==> src/rtl/vram_fill_arbiter.sv <==
// Arbitrates VRAM port A between CPU stores and a rectangle-fill engine.
// CPU stores always win; the fill engine consumes idle cycles and stalls in place.
module vram_fill_arbiter #(
  parameter int unsigned ADDR_W = 15,
  parameter int unsigned DATA_W = 8,
  parameter int unsigned FB_W   = 160,
  parameter int unsigned FB_H   = 120
) (
  input  logic              clk,
  input  logic              rst,
  input  logic              cpu_we,
  input  logic [ADDR_W-1:0] cpu_addr,
  input  logic [DATA_W-1:0] cpu_data,
  input  logic              cfg_we,
  input  logic [1:0]        cfg_sel,
  input  logic [31:0]       cfg_data,
  output logic              vram_we,
  output logic [ADDR_W-1:0] vram_addr,
  output logic [DATA_W-1:0] vram_din,
  output logic              busy,
  output logic [31:0]       status_out
);

  typedef enum logic [1:0] {StIdle, StCheck, StRun} state_e;

  state_e state_q, state_d;

  // Programmable window
  logic [9:0]        org_x_q, org_x_d, size_w_q, size_w_d;
  logic [8:0]        org_y_q, org_y_d, size_h_q, size_h_d;
  logic [DATA_W-1:0] color_q, color_d;

  // Per-fill copies and walk counters
  logic [9:0]        w_q, w_d, col_q, col_d;
  logic [8:0]        h_q, h_d, row_q, row_d;
  logic [ADDR_W-1:0] row_base_q, row_base_d, cur_q, cur_d;
  logic [DATA_W-1:0] fill_color_q, fill_color_d;

  logic              done_q, done_d, err_q, err_d;
  logic [15:0]       pix_q, pix_d;

  logic              vram_we_q, vram_we_d;
  logic [ADDR_W-1:0] vram_addr_q, vram_addr_d;
  logic [DATA_W-1:0] vram_din_q, vram_din_d;

  logic              ctrl_wr, start_cmd, abort_cmd, fill_issue, last_col, last_row;
  logic [10:0]       x_end, y_end;
  logic              unused_cfg;

  assign unused_cfg = ^{cfg_data[31:25], cfg_data[15:10]};

  assign ctrl_wr   = cfg_we && (cfg_sel == 2'd3);
  assign abort_cmd = ctrl_wr && cfg_data[1];
  assign start_cmd = ctrl_wr && cfg_data[0] && !cfg_data[1];

  // Widen before adding so an oversized rectangle cannot wrap past the check.
  assign x_end = 11'(org_x_q) + 11'(size_w_q);
  assign y_end = 11'(org_y_q) + 11'(size_h_q);

  assign last_col = (col_q == w_q - 10'd1);
  assign last_row = (row_q == h_q - 9'd1);

  // Next-state: config window, fill FSM and port-A mux
  always_comb begin
    state_d      = state_q;
    org_x_d      = org_x_q;
    org_y_d      = org_y_q;
    size_w_d     = size_w_q;
    size_h_d     = size_h_q;
    color_d      = color_q;
    w_d          = w_q;
    h_d          = h_q;
    col_d        = col_q;
    row_d        = row_q;
    row_base_d   = row_base_q;
    cur_d        = cur_q;
    fill_color_d = fill_color_q;
    done_d       = done_q;
    err_d        = err_q;
    pix_d        = pix_q;
    fill_issue   = 1'b0;

    if (cfg_we) begin
      case (cfg_sel)
        2'd0: begin
          org_x_d = cfg_data[9:0];
          org_y_d = cfg_data[24:16];
        end
        2'd1: begin
          size_w_d = cfg_data[9:0];
          size_h_d = cfg_data[24:16];
        end
        2'd2:    color_d = cfg_data[DATA_W-1:0];
        default: ;
      endcase
    end

    unique case (state_q)
      StIdle: begin
        if (start_cmd) begin
          state_d = StCheck;
          done_d  = 1'b0;
          err_d   = 1'b0;
          pix_d   = 16'd0;
        end
      end
      StCheck: begin
        if (abort_cmd) begin
          state_d = StIdle;
          done_d  = 1'b0;
        end else if (size_w_q == 10'd0 || size_h_q == 9'd0) begin
          state_d = StIdle;
          done_d  = 1'b1;
        end else if (x_end > 11'(FB_W) || y_end > 11'(FB_H)) begin
          state_d = StIdle;
          err_d   = 1'b1;
          done_d  = 1'b0;
        end else begin
          state_d      = StRun;
          w_d          = size_w_q;
          h_d          = size_h_q;
          fill_color_d = color_q;
          row_base_d   = ADDR_W'(32'(org_y_q) * FB_W + 32'(org_x_q));
          cur_d        = ADDR_W'(32'(org_y_q) * FB_W + 32'(org_x_q));
          col_d        = 10'd0;
          row_d        = 9'd0;
        end
      end
      StRun: begin
        if (abort_cmd) begin
          state_d = StIdle;
          done_d  = 1'b0;
        end else if (!cpu_we) begin
          fill_issue = 1'b1;
          if (pix_q != 16'hFFFF) pix_d = pix_q + 16'd1;
          if (last_col) begin
            col_d      = 10'd0;
            row_d      = row_q + 9'd1;
            row_base_d = row_base_q + ADDR_W'(FB_W);
            cur_d      = row_base_q + ADDR_W'(FB_W);
            if (last_row) begin
              state_d = StIdle;
              done_d  = 1'b1;
            end
          end else begin
            col_d = col_q + 10'd1;
            cur_d = cur_q + ADDR_W'(1);
          end
        end
      end
      default: state_d = StIdle;
    endcase

    vram_we_d   = cpu_we || fill_issue;
    vram_addr_d = vram_addr_q;
    vram_din_d  = vram_din_q;
    if (cpu_we) begin
      vram_addr_d = cpu_addr;
      vram_din_d  = cpu_data;
    end else if (fill_issue) begin
      vram_addr_d = cur_q;
      vram_din_d  = fill_color_q;
    end
  end

  // State registers with synchronous reset
  always_ff @(posedge clk) begin
    if (rst) begin
      state_q      <= StIdle;
      org_x_q      <= '0;
      org_y_q      <= '0;
      size_w_q     <= '0;
      size_h_q     <= '0;
      color_q      <= '0;
      w_q          <= '0;
      h_q          <= '0;
      col_q        <= '0;
      row_q        <= '0;
      row_base_q   <= '0;
      cur_q        <= '0;
      fill_color_q <= '0;
      done_q       <= 1'b0;
      err_q        <= 1'b0;
      pix_q        <= '0;
      vram_we_q    <= 1'b0;
      vram_addr_q  <= '0;
      vram_din_q   <= '0;
    end else begin
      state_q      <= state_d;
      org_x_q      <= org_x_d;
      org_y_q      <= org_y_d;
      size_w_q     <= size_w_d;
      size_h_q     <= size_h_d;
      color_q      <= color_d;
      w_q          <= w_d;
      h_q          <= h_d;
      col_q        <= col_d;
      row_q        <= row_d;
      row_base_q   <= row_base_d;
      cur_q        <= cur_d;
      fill_color_q <= fill_color_d;
      done_q       <= done_d;
      err_q        <= err_d;
      pix_q        <= pix_d;
      vram_we_q    <= vram_we_d;
      vram_addr_q  <= vram_addr_d;
      vram_din_q   <= vram_din_d;
    end
  end

  assign vram_we    = vram_we_q;
  assign vram_addr  = vram_addr_q;
  assign vram_din   = vram_din_q;
  assign busy       = (state_q != StIdle);
  assign status_out = {busy, done_q, err_q, 13'b0, pix_q};

endmodule

==> config.mk <==
export PLATFORM = sky130hd
export DESIGN_NAME = vram_fill_arbiter
export DESIGN_NICKNAME = d
export VERILOG_FILES = /design/src/rtl/vram_fill_arbiter.sv
export SDC_FILE = /design/constraint.sdc
export NUM_CORES = 1
export LEC_CHECK = 0
export ABC_AREA = 0
export CAP_MARGIN = 20
export CORE_ASPECT_RATIO = 0.75
export CORE_MARGIN = 10
export CORE_UTILIZATION = 37
export DETAILED_ROUTE_END_ITERATION = 16
export SYNTH_ARGS = -nofsm -noshare
export SYNTH_HDL_FRONTEND = slang
export SYNTH_SLANG_ARGS = --single-unit
==> constraint.sdc <==
create_clock -name clk -period 6.8 [get_ports clk]
set_clock_uncertainty 0.2 [all_clocks]
set_input_delay 1.02 -clock clk [delete_from_list [all_inputs] [get_ports clk]]
set_output_delay 1.02 -clock clk [all_outputs]
set_load 0.02 [all_outputs]
==> out/summary.log, run 1 <==
qor: status.run_status complete, no violations
qor: run.drv_cap 0
qor: power.combinational_share_of_power 0.115
qor: route.drt-total-wl 26270 microns
qor: worst_setup_path.critPathMaxFanout 35
qor: global_route.grt_pass1_vias 8379
qor: layout.drive_above_1_share 0.04696
qor: logic_synthesis.postSynthCellCount 1237
qor: timing.relSlewSlack 0.3349
qor: worst_setup_path.worstPathRequired 6.97 ns
qor: worst_setup_path.critical_path.endpoint_type register
qor: global_route.grt_first_pass_wirelength 43440 microns
qor: layout.num_antenna_cells 0
qor: global_route.grt_antenna_before_repair 0
qor: route.avgViaCountPerCell 5.238
qor: cts.cts_setup_buffers 0
qor: timing.slew_viol_final 0
qor: power.power.clock.fraction 0.453
qor: cts.h-tree-depth 4
qor: cts.clock_network_latency_to_the_later_pin_of_the_worst_skew_pair 0.44 ns
qor: logic_synthesis.async_reset_ff_frac 0
qor: timing.final.min_clock_period 4.203 ns
qor: layout.layout.cells.most_common_list sky130_fd_sc_hd__nand2_1 (208), sky130_fd_sc_hd__a21oi_1 (176), sky130_fd_sc_hd__dfxtp_1 (166), sky130_fd_sc_hd__nor2_1 (118), sky130_fd_sc_hd__clkdlybuf4s50_1 (89)
qor: timing.fmaxAchievable 237.9 MHz
qor: cts.cts-resized-gates 0
qor: timing.hold_ws 0.2559 ns
qor: logic_synthesis.area_of_the_mapped_netlist 9490 sq um
qor: timing.finalCritPeriodShare 0.6181
qor: logic_synthesis.synth_cell_types 62
qor: worst_setup_path.arrival_time_worst_endpoint 4.37 ns
qor: power.power.sequential.fraction 0.432
qor: logic_synthesis.synth.avg_cell_area 7.672 sq um
qor: route.routedWlPerCell 16.05 microns
qor: cts.tritoncts.num_buffers 17
qor: cts.cts_sinks 166
qor: logic_synthesis.yosys_warnings 0
qor: power.vdd_ir_drop_max 0.1714 mV
qor: floorplan.die_y 158.7 microns
qor: layout.fin_nets 1401
qor: route.detail_route.first_pass.iterations 5
qor: power.p_int 1768 uW
qor: global_route.globalRouteOverflowTotal 0
qor: floorplan.row_count 50
qor: timing.max_slew.worst_pin.slew 0.9953 ns
qor: cts.clk_pin_slew_worst_paths 0.07 ns
qor: timing.timing.final.ws_setup 2.597 ns
qor: route.drc_errors 0
qor: placement.numPlacedInstances 1606
qor: power.p_per_area 211.5 nW/um^2
qor: layout.most_common_cell_after_layout_fill_and_taps_aside sky130_fd_sc_hd__nand2_1
qor: floorplan.die_area 32520 sq um
qor: global_route.grt.total_usage 0.1612
qor: floorplan.die_w 204.9 microns
qor: worst_setup_path.criticalPathCategory register to register
qor: cts.ctsRootBufferMaster sky130_fd_sc_hd__clkbuf_16
qor: placement.gp_routability_congestion 0.8634
qor: logic_synthesis.flops_latches_synth 166
qor: timing.hold_viol 0
qor: logic_synthesis.synth_top_flop_cell sky130_fd_sc_hd__dfxtp_1
qor: placement.placement.setup.worst_slack 2.158 ns
qor: timing.rsz_0062_raised_after_global_routing no
qor: cts.tritoncts built
qor: layout.final-instance-count-excl-fill 1637
qor: placement.hpwl 19040 microns
qor: floorplan.core_region_area 25090 sq um
qor: layout.finish.utilization 0.4471
qor: global_route.maximum_number_of_pins_on_one_net_before_global_route_repair 86
qor: power.power_switching 605.3 uW
qor: timing.setup-tns-final 0 ns
qor: logic_synthesis.synth_seq_area_share 0.3502
qor: route.drt_first_iter_violations 573
qor: floorplan.start_util 0.3783
qor: power.p_sw_frac 0.2551
qor: power.power.leakage 0.004144 uW
qor: timing.timing.final.setup_violations 0
qor: worst_setup_path.critical_path_launch_point_type register
qor: cts.post_cts_hold_buffer_count 0
qor: route.ant_nets 0
qor: layout.flow.area_growth_from_synthesis 18.19%
qor: cts.clock_tree.buffer_depth 2
qor: worst_hold_path.min-delay-path-class register to register
qor: route.num_vias 8575
qor: logic_synthesis.synth_edf_count 0
qor: floorplan.pin_count 118
qor: placement.place.port_buffers 91
-- metal layers --
| metal | share of wire | vias to the layer above | track usage |
|---|---|---|---|
| met3 | 0.047 | 24 | 0.03107 |
| met5 | 0 | - | 0 |
| met1 | 0.50 | 3992 | 0.2258 |
| met4 | 0.014 | 0 | 0.04535 |
| li1 | - | 4394 | - |
| met2 | 0.44 | 165 | 0.2447 |
-- cells in the mapped netlist (11+ instances only) --
master,number,area (sq um)
sky130_fd_sc_hd__a211oi_1,17,127.6
sky130_fd_sc_hd__inv_1,35,131.4
sky130_fd_sc_hd__nor4_1,11,68.82
sky130_fd_sc_hd__dfxtp_1,166,3323
sky130_fd_sc_hd__a21oi_1,176,880.8
sky130_fd_sc_hd__nand3_1,49,245.2
sky130_fd_sc_hd__or3_1,16,100.1
sky130_fd_sc_hd__mux2i_1,22,220.2
sky130_fd_sc_hd__nand4_1,14,87.58
sky130_fd_sc_hd__nand2b_1,12,75.07
sky130_fd_sc_hd__nand2_1,208,780.8
sky130_fd_sc_hd__nor3_1,24,120.1
sky130_fd_sc_hd__clkbuf_1,57,214.0
sky130_fd_sc_hd__xnor2_1,43,376.6
sky130_fd_sc_hd__xor2_1,32,280.3
sky130_fd_sc_hd__ha_1,48,600.6
sky130_fd_sc_hd__nor2_1,118,442.9
sky130_fd_sc_hd__o21ai_0,40,200.2
sky130_fd_sc_hd__buf_4,16,120.1
-- registers in the layout (all words and copies together), names as in the netlist --
signal / flops
col_q: 10
color_q: 8
cur_q: 15
done_q: 1
err_q: 1
fill_color_q: 8
h_q: 9
org_x_q: 10
org_y_q: 9
pix_q: 16
row_base_q: 15
row_q: 9
size_h_q: 9
size_w_q: 10
state_q: 2
vram_addr: 15
vram_din: 8
vram_we: 1
w_q: 10
-- critical path, stage by stage, from the launching register on --
cell	delay (ns)
sky130_fd_sc_hd__dfxtp_1	0.38
sky130_fd_sc_hd__ha_1	0.25
sky130_fd_sc_hd__inv_1	0.07
sky130_fd_sc_hd__fa_1	0.22
sky130_fd_sc_hd__nor2b_1	0.09
sky130_fd_sc_hd__o2111ai_1	0.29
sky130_fd_sc_hd__nand2_1	0.15
sky130_fd_sc_hd__a2111o_1	0.43
sky130_fd_sc_hd__mux2i_1	0.29
sky130_fd_sc_hd__o2111ai_2	0.17
sky130_fd_sc_hd__buf_4	0.28
sky130_fd_sc_hd__o21a_1	0.54
sky130_fd_sc_hd__or4_1	0.63
sky130_fd_sc_hd__a21oi_1	0.15
-- path summary, 6_finish.rpt --
| check | start | endpoint | slack (ns) | cells after the start |
|---|---|---|---|---|
| worst max-delay path | org_x_q[0]$_SDFFE_PP0P_ | col_q[6]$_SDFFE_PP0P_ | 2.60 | 13 |
| worst min-delay path | fill_color_q[2]$_SDFFE_PP0P_ | fill_color_q[2]$_SDFFE_PP0P_ | 0.26 | 2 |
| worst max register to register | org_x_q[0]$_SDFFE_PP0P_ | col_q[6]$_SDFFE_PP0P_ | 2.60 | 13 |
| worst min register to register | fill_color_q[2]$_SDFFE_PP0P_ | fill_color_q[2]$_SDFFE_PP0P_ | 0.26 | 2 |
-- area by class of cell --
cell class                      count  area [sq um]
Fill cell                        2571         13870
Multi-Input combinational cell    966          5712
Sequential cell                   166          3323
Timing Repair Buffer              102         985.9
Clock buffer                       19         442.9
Tap cell                          338         422.9
Clock inverter                     11         198.9
Inverter                           35         131.4
-- power by group through the flow --
stage / Combinational (uW) / Clock [uW] / Sequential (uW)
2_1_floorplan: 172 / 0 / 1050
3_3_place_gp: 269 / 0 / 1050
3_5_place_dp: 271 / 0 / 1050
4_1_cts: 272 / 1100 / 1030
5_1_grt: 303 / 1130 / 1030
6_report: 273 / 1070 / 1030
-- per-stage QoR --
stage / power [uW] / cell area [sq um]
after global routing: 2466 / 11220
after detailed placement: 1319 / 10570
after floorplan: 1219 / 9535
after CTS: 2393 / 11210
final: 2373 / 11220
after global placement: 1315 / 10570
-- logic make-up (layout without fill, tap and decap cells) --
group	count (synthesis)	count (layout)	share of synthesized area
adders and majority gates	52	52	0.07172
xor gates and xnor gates	75	75	0.06922
other	1	13	0.0003951
AOI/OAI and AO/OA	298	298	0.1852
buffers and inverters	117	167	0.05353
DFF	166	166	0.3502
and+or+nand+nor	505	505	0.2454
muxes	23	23	0.02439
Power figures use the tool's default switching activity.
==> run 2: changes to the inputs <==
==> constraint.sdc (replaced) <==
create_clock -name clk -period 3.49 [get_ports clk]
set_clock_uncertainty 0.2 [all_clocks]
set_input_delay 0.5235 -clock clk [delete_from_list [all_inputs] [get_ports clk]]
set_output_delay 0.5235 -clock clk [all_outputs]
set_load 0.02 [all_outputs]
==> out/summary.log, run 2 (synthesis results as in run 1) <==
qor: placement.gp_routability_congestion 0.8509 [-1.4%]
qor: floorplan.row_count 50 [unchanged]
qor: route.avgViaCountPerCell 5.195 [-0.82%]
qor: layout.final-instance-count-excl-fill 1700 [+3.8%]
qor: timing.timing.final.ws_setup 0.07661 ns [-2.521 ns]
qor: global_route.grt_pass1_vias 8369 [-0.12%]
qor: route.routedWlPerCell 15.96 microns [-0.55%]
qor: cts.clk_pin_slew_worst_paths 0.07 ns [about the same]
qor: timing.hold_viol 0 [unchanged]
qor: cts.tritoncts built
qor: layout.num_antenna_cells 0 [unchanged]
qor: timing.rsz_0062_raised_after_global_routing yes
qor: layout.finish.utilization 0.4713 [+0.02419]
qor: route.drt-total-wl 27130 microns [+3.3%]
qor: worst_setup_path.crit_chain ha_1 -> or4_1 -> or3_4 -> a31o_4 -> nor4b_4 -> o2111ai_4 -> o21a_4 -> or4_4 -> a21oi_2
qor: worst_setup_path.critical_path_launch_point_type register
qor: global_route.grt_antenna_before_repair 0 [unchanged]
qor: layout.fin_area 11820 sq um [+5.4%]
qor: cts.clock_network_latency_to_the_later_pin_of_the_worst_skew_pair 0.44 ns [about the same]
qor: timing.final.min_clock_period 3.413 ns [-0.7894 ns]
qor: worst_hold_path.timing.hold.worst.start fill_color_q[2]$_SDFFE_PP0P_
qor: timing.timing.final.setup_violations 0 [unchanged]
qor: placement.place_area 11070 sq um [+4.7%]
qor: worst_setup_path.arrival_time_worst_endpoint 3.59 ns [-0.78 ns]
qor: placement.place.port_buffers 91 [unchanged]
qor: worst_setup_path.worstPathRequired 3.67 ns [-3.30 ns]
qor: power.power.leakage 0.004497 uW [+8.5%]
qor: worst_setup_path.critPathMaxFanout 7 [-80%]
qor: timing.relSlewSlack 0.4382 [+0.1033]
qor: worst_hold_path.worst_hold_path.num_cells 2 [unchanged]
qor: worst_setup_path.crit_cells 9 [-4]
qor: timing.max_slew.worst_pin.slew 0.8427 ns [-0.1526 ns]
qor: route.drc_errors 0 [unchanged]
qor: placement.placement.setup.worst_slack -0.01678 ns [-2.175 ns]
qor: cts.clock_tree.buffer_depth 2 [unchanged]
qor: route.detail_route.first_pass.iterations 4 [-1]
qor: floorplan.die_y 158.7 microns [unchanged]
qor: layout.largest_register_ffs 16 [unchanged]
qor: status.run_status complete, no violations
qor: worst_setup_path.critical_path.endpoint_type register
qor: global_route.maximum_number_of_pins_on_one_net_before_global_route_repair 76 [-12%]
qor: cts.h-tree-depth 4 [unchanged]
qor: timing.slew_viol_final 0 [unchanged]
qor: floorplan.core_region_area 25090 sq um [unchanged]
qor: layout.drive_above_1_share 0.1079 [+0.06097]
qor: worst_setup_path.criticalPathCategory register to register
qor: worst_hold_path.whs_endpoint fill_color_q[2]$_SDFFE_PP0P_
qor: layout.fin_nets 1462 [+4.4%]
qor: cts.post_cts_hold_buffer_count 0 [unchanged]
qor: power.p_per_area 386.5 nW/um^2 [+83%]
qor: route.ant_nets 0 [unchanged]
qor: global_route.grt_first_pass_wirelength 43880 microns [+1.0%]
qor: worst_setup_path.timing.critical_path.slowest_cell_delay 0.52 ns [-0.11 ns]
qor: floorplan.start_util 0.3783 [unchanged]
qor: worst_setup_path.ff2ff_path_depth 9 [-4]
qor: worst_setup_path.worstReg2RegStart org_y_q[6]$_SDFFE_PP0P_
qor: worst_setup_path.cp_num_buf_inv 0 [-2]
qor: cts.cts_sinks 166 [unchanged]
qor: layout.most_common_cell_after_layout_fill_and_taps_aside sky130_fd_sc_hd__nand2_1
qor: timing.fmaxAchievable 293.0 MHz [+23%]
qor: global_route.globalRouteOverflowTotal 0 [unchanged]
qor: worst_setup_path.family_with_the_most_delay_on_the_worst_path simple AND/OR/NAND/NOR gates
qor: floorplan.pin_count 118 [unchanged]
qor: global_route.grt.total_usage 0.1640 [+0.002825]
qor: floorplan.die_area 32520 sq um [unchanged]
qor: route.drt_first_iter_violations 539 [-5.9%]
qor: cts.tritoncts.num_buffers 17 [unchanged]
qor: worst_setup_path.cpMaxStageDelayCell sky130_fd_sc_hd__or4_1
qor: route.num_vias 8832 [+3.0%]
qor: cts.ctsRootBufferMaster sky130_fd_sc_hd__clkbuf_16
qor: placement.numPlacedInstances 1666 [+3.7%]
qor: worst_hold_path.min-delay-path-class register to register
qor: power.vdd_ir_drop_max 0.3937 mV [+130%]
qor: layout.layout.cells.most_common_list sky130_fd_sc_hd__nand2_1 (208), sky130_fd_sc_hd__a21oi_1 (170), sky130_fd_sc_hd__dfxtp_1 (164), sky130_fd_sc_hd__nor2_1 (118), sky130_fd_sc_hd__clkdlybuf4s50_1 (89)
qor: run.drv_cap 0 [unchanged]
qor: placement.hpwl 20190 microns [+6.1%]
qor: worst_setup_path.regToRegSetupSlack 0.08 ns [-2.52 ns]
qor: layout.top_register pix_q
qor: timing.finalCritPeriodShare 0.9780 [+0.3600]
qor: power.power.total 4570 uW [+93%]
qor: layout.flow.area_growth_from_synthesis 24.59%
qor: worst_setup_path.worst_r2r_dst col_q[6]$_SDFFE_PP0P_
qor: layout.fillerInstances 2498 [-2.8%]
qor: floorplan.die_w 204.9 microns [unchanged]
[run 2: cell types whose count changed in the layout (fill, tap and decap cells not counted), moves of 3 or more]
| cell | previous run | this run |
|---|---|---|
| sky130_fd_sc_hd__buf_4 | 12 | 68 |
| sky130_fd_sc_hd__a21oi_1 | 176 | 170 |
| sky130_fd_sc_hd__a21oi_2 | 0 | 6 |
| sky130_fd_sc_hd__inv_6 | 1 | 6 |
| sky130_fd_sc_hd__buf_12 | 0 | 4 |
| sky130_fd_sc_hd__bufinv_16 | 5 | 2 |
[run 2: area by class of cell]
cell class	instances	area [sq um]	share of cell area
clock buffer	19	442.9	0.03746
clock inverter	13	156.4	0.01323
inverter	35	131.4	0.01111
multi-input combinational	966	5847	0.4945
sequential	166	3326	0.2813
tap	338	422.9	0.03577
timing repair buffer	163	1498	0.1267
[run 2: repair_timing]
item | in CTS | in global routing
buffers inserted | 0 | 2
setup endpoints to repair | 7 | 48
pin swaps | 0 | 6
gates resized for setup | 2 | 26
hold endpoints to repair | 0 | 0
[run 2: worst reg2reg max path, stage by stage (launching register included)]
cell and delay (ns):
sky130_fd_sc_hd__dfxtp_1 0.32, sky130_fd_sc_hd__ha_1 0.19, sky130_fd_sc_hd__or4_1 0.52, sky130_fd_sc_hd__or3_4 0.35
sky130_fd_sc_hd__a31o_4 0.23, sky130_fd_sc_hd__nor4b_4 0.32, sky130_fd_sc_hd__o2111ai_4 0.26, sky130_fd_sc_hd__o21a_4 0.30
sky130_fd_sc_hd__or4_4 0.52, sky130_fd_sc_hd__a21oi_2 0.14
[run 2: per-stage QoR]
stage	setup TNS, ns	hold WS (ns)
after floorplan	0	0.2321
after global placement	0	0.2430
after detailed placement	-0.03855	0.2482
after CTS	0	0.2572
after global routing	-0.006510	0.2761
final	0	0.2557
[run 2: per-layer routing]
layer / global-route usage / wire length [microns] / vias to the layer above
met5: 0 / 0 / -
met4: 0.03935 / 247 / 0
met3: 0.03392 / 1167 / 16
met2: 0.2523 / 12140 / 149
met1: 0.2281 / 13570 / 4146
li1: - / - / 4521
[run 2: worst max-delay path by stage]
stage / startpoint / endpoint / slack [ns]
final: org_y_q[6]$_SDFFE_PP0P_ / col_q[6]$_SDFFE_PP0P_ / 0.08
after global routing: org_x_q[0]$_SDFFE_PP0P_ / row_q[6]$_SDFFE_PP0P_ / -0.006
after CTS: org_x_q[4]$_SDFFE_PP0P_ / row_q[6]$_SDFFE_PP0P_ / 0.01
after detailed placement: org_y_q[8]$_SDFFE_PP0P_ / col_q[8]$_SDFFE_PP0P_ / -0.02
after global placement: org_y_q[8]$_SDFFE_PP0P_ / col_q[6]$_SDFFE_PP0P_ / 0.03
after floorplan: org_y_q[0]$_SDFFE_PP0P_ / col_q[8]$_SDFFE_PP0P_ / 0.23
[run 2: report_power, final]
| part | leakage [uW] | internal, uW | switching, uW |
|---|---|---|---|
| Sequential | 0.00135 | 1940 | 41.0 |
| Combinational | 0.00286 | 266 | 356 |
| Clock | 0.000294 | 1100 | 865 |
| Total | 0.00450 | 3310 | 1260 |
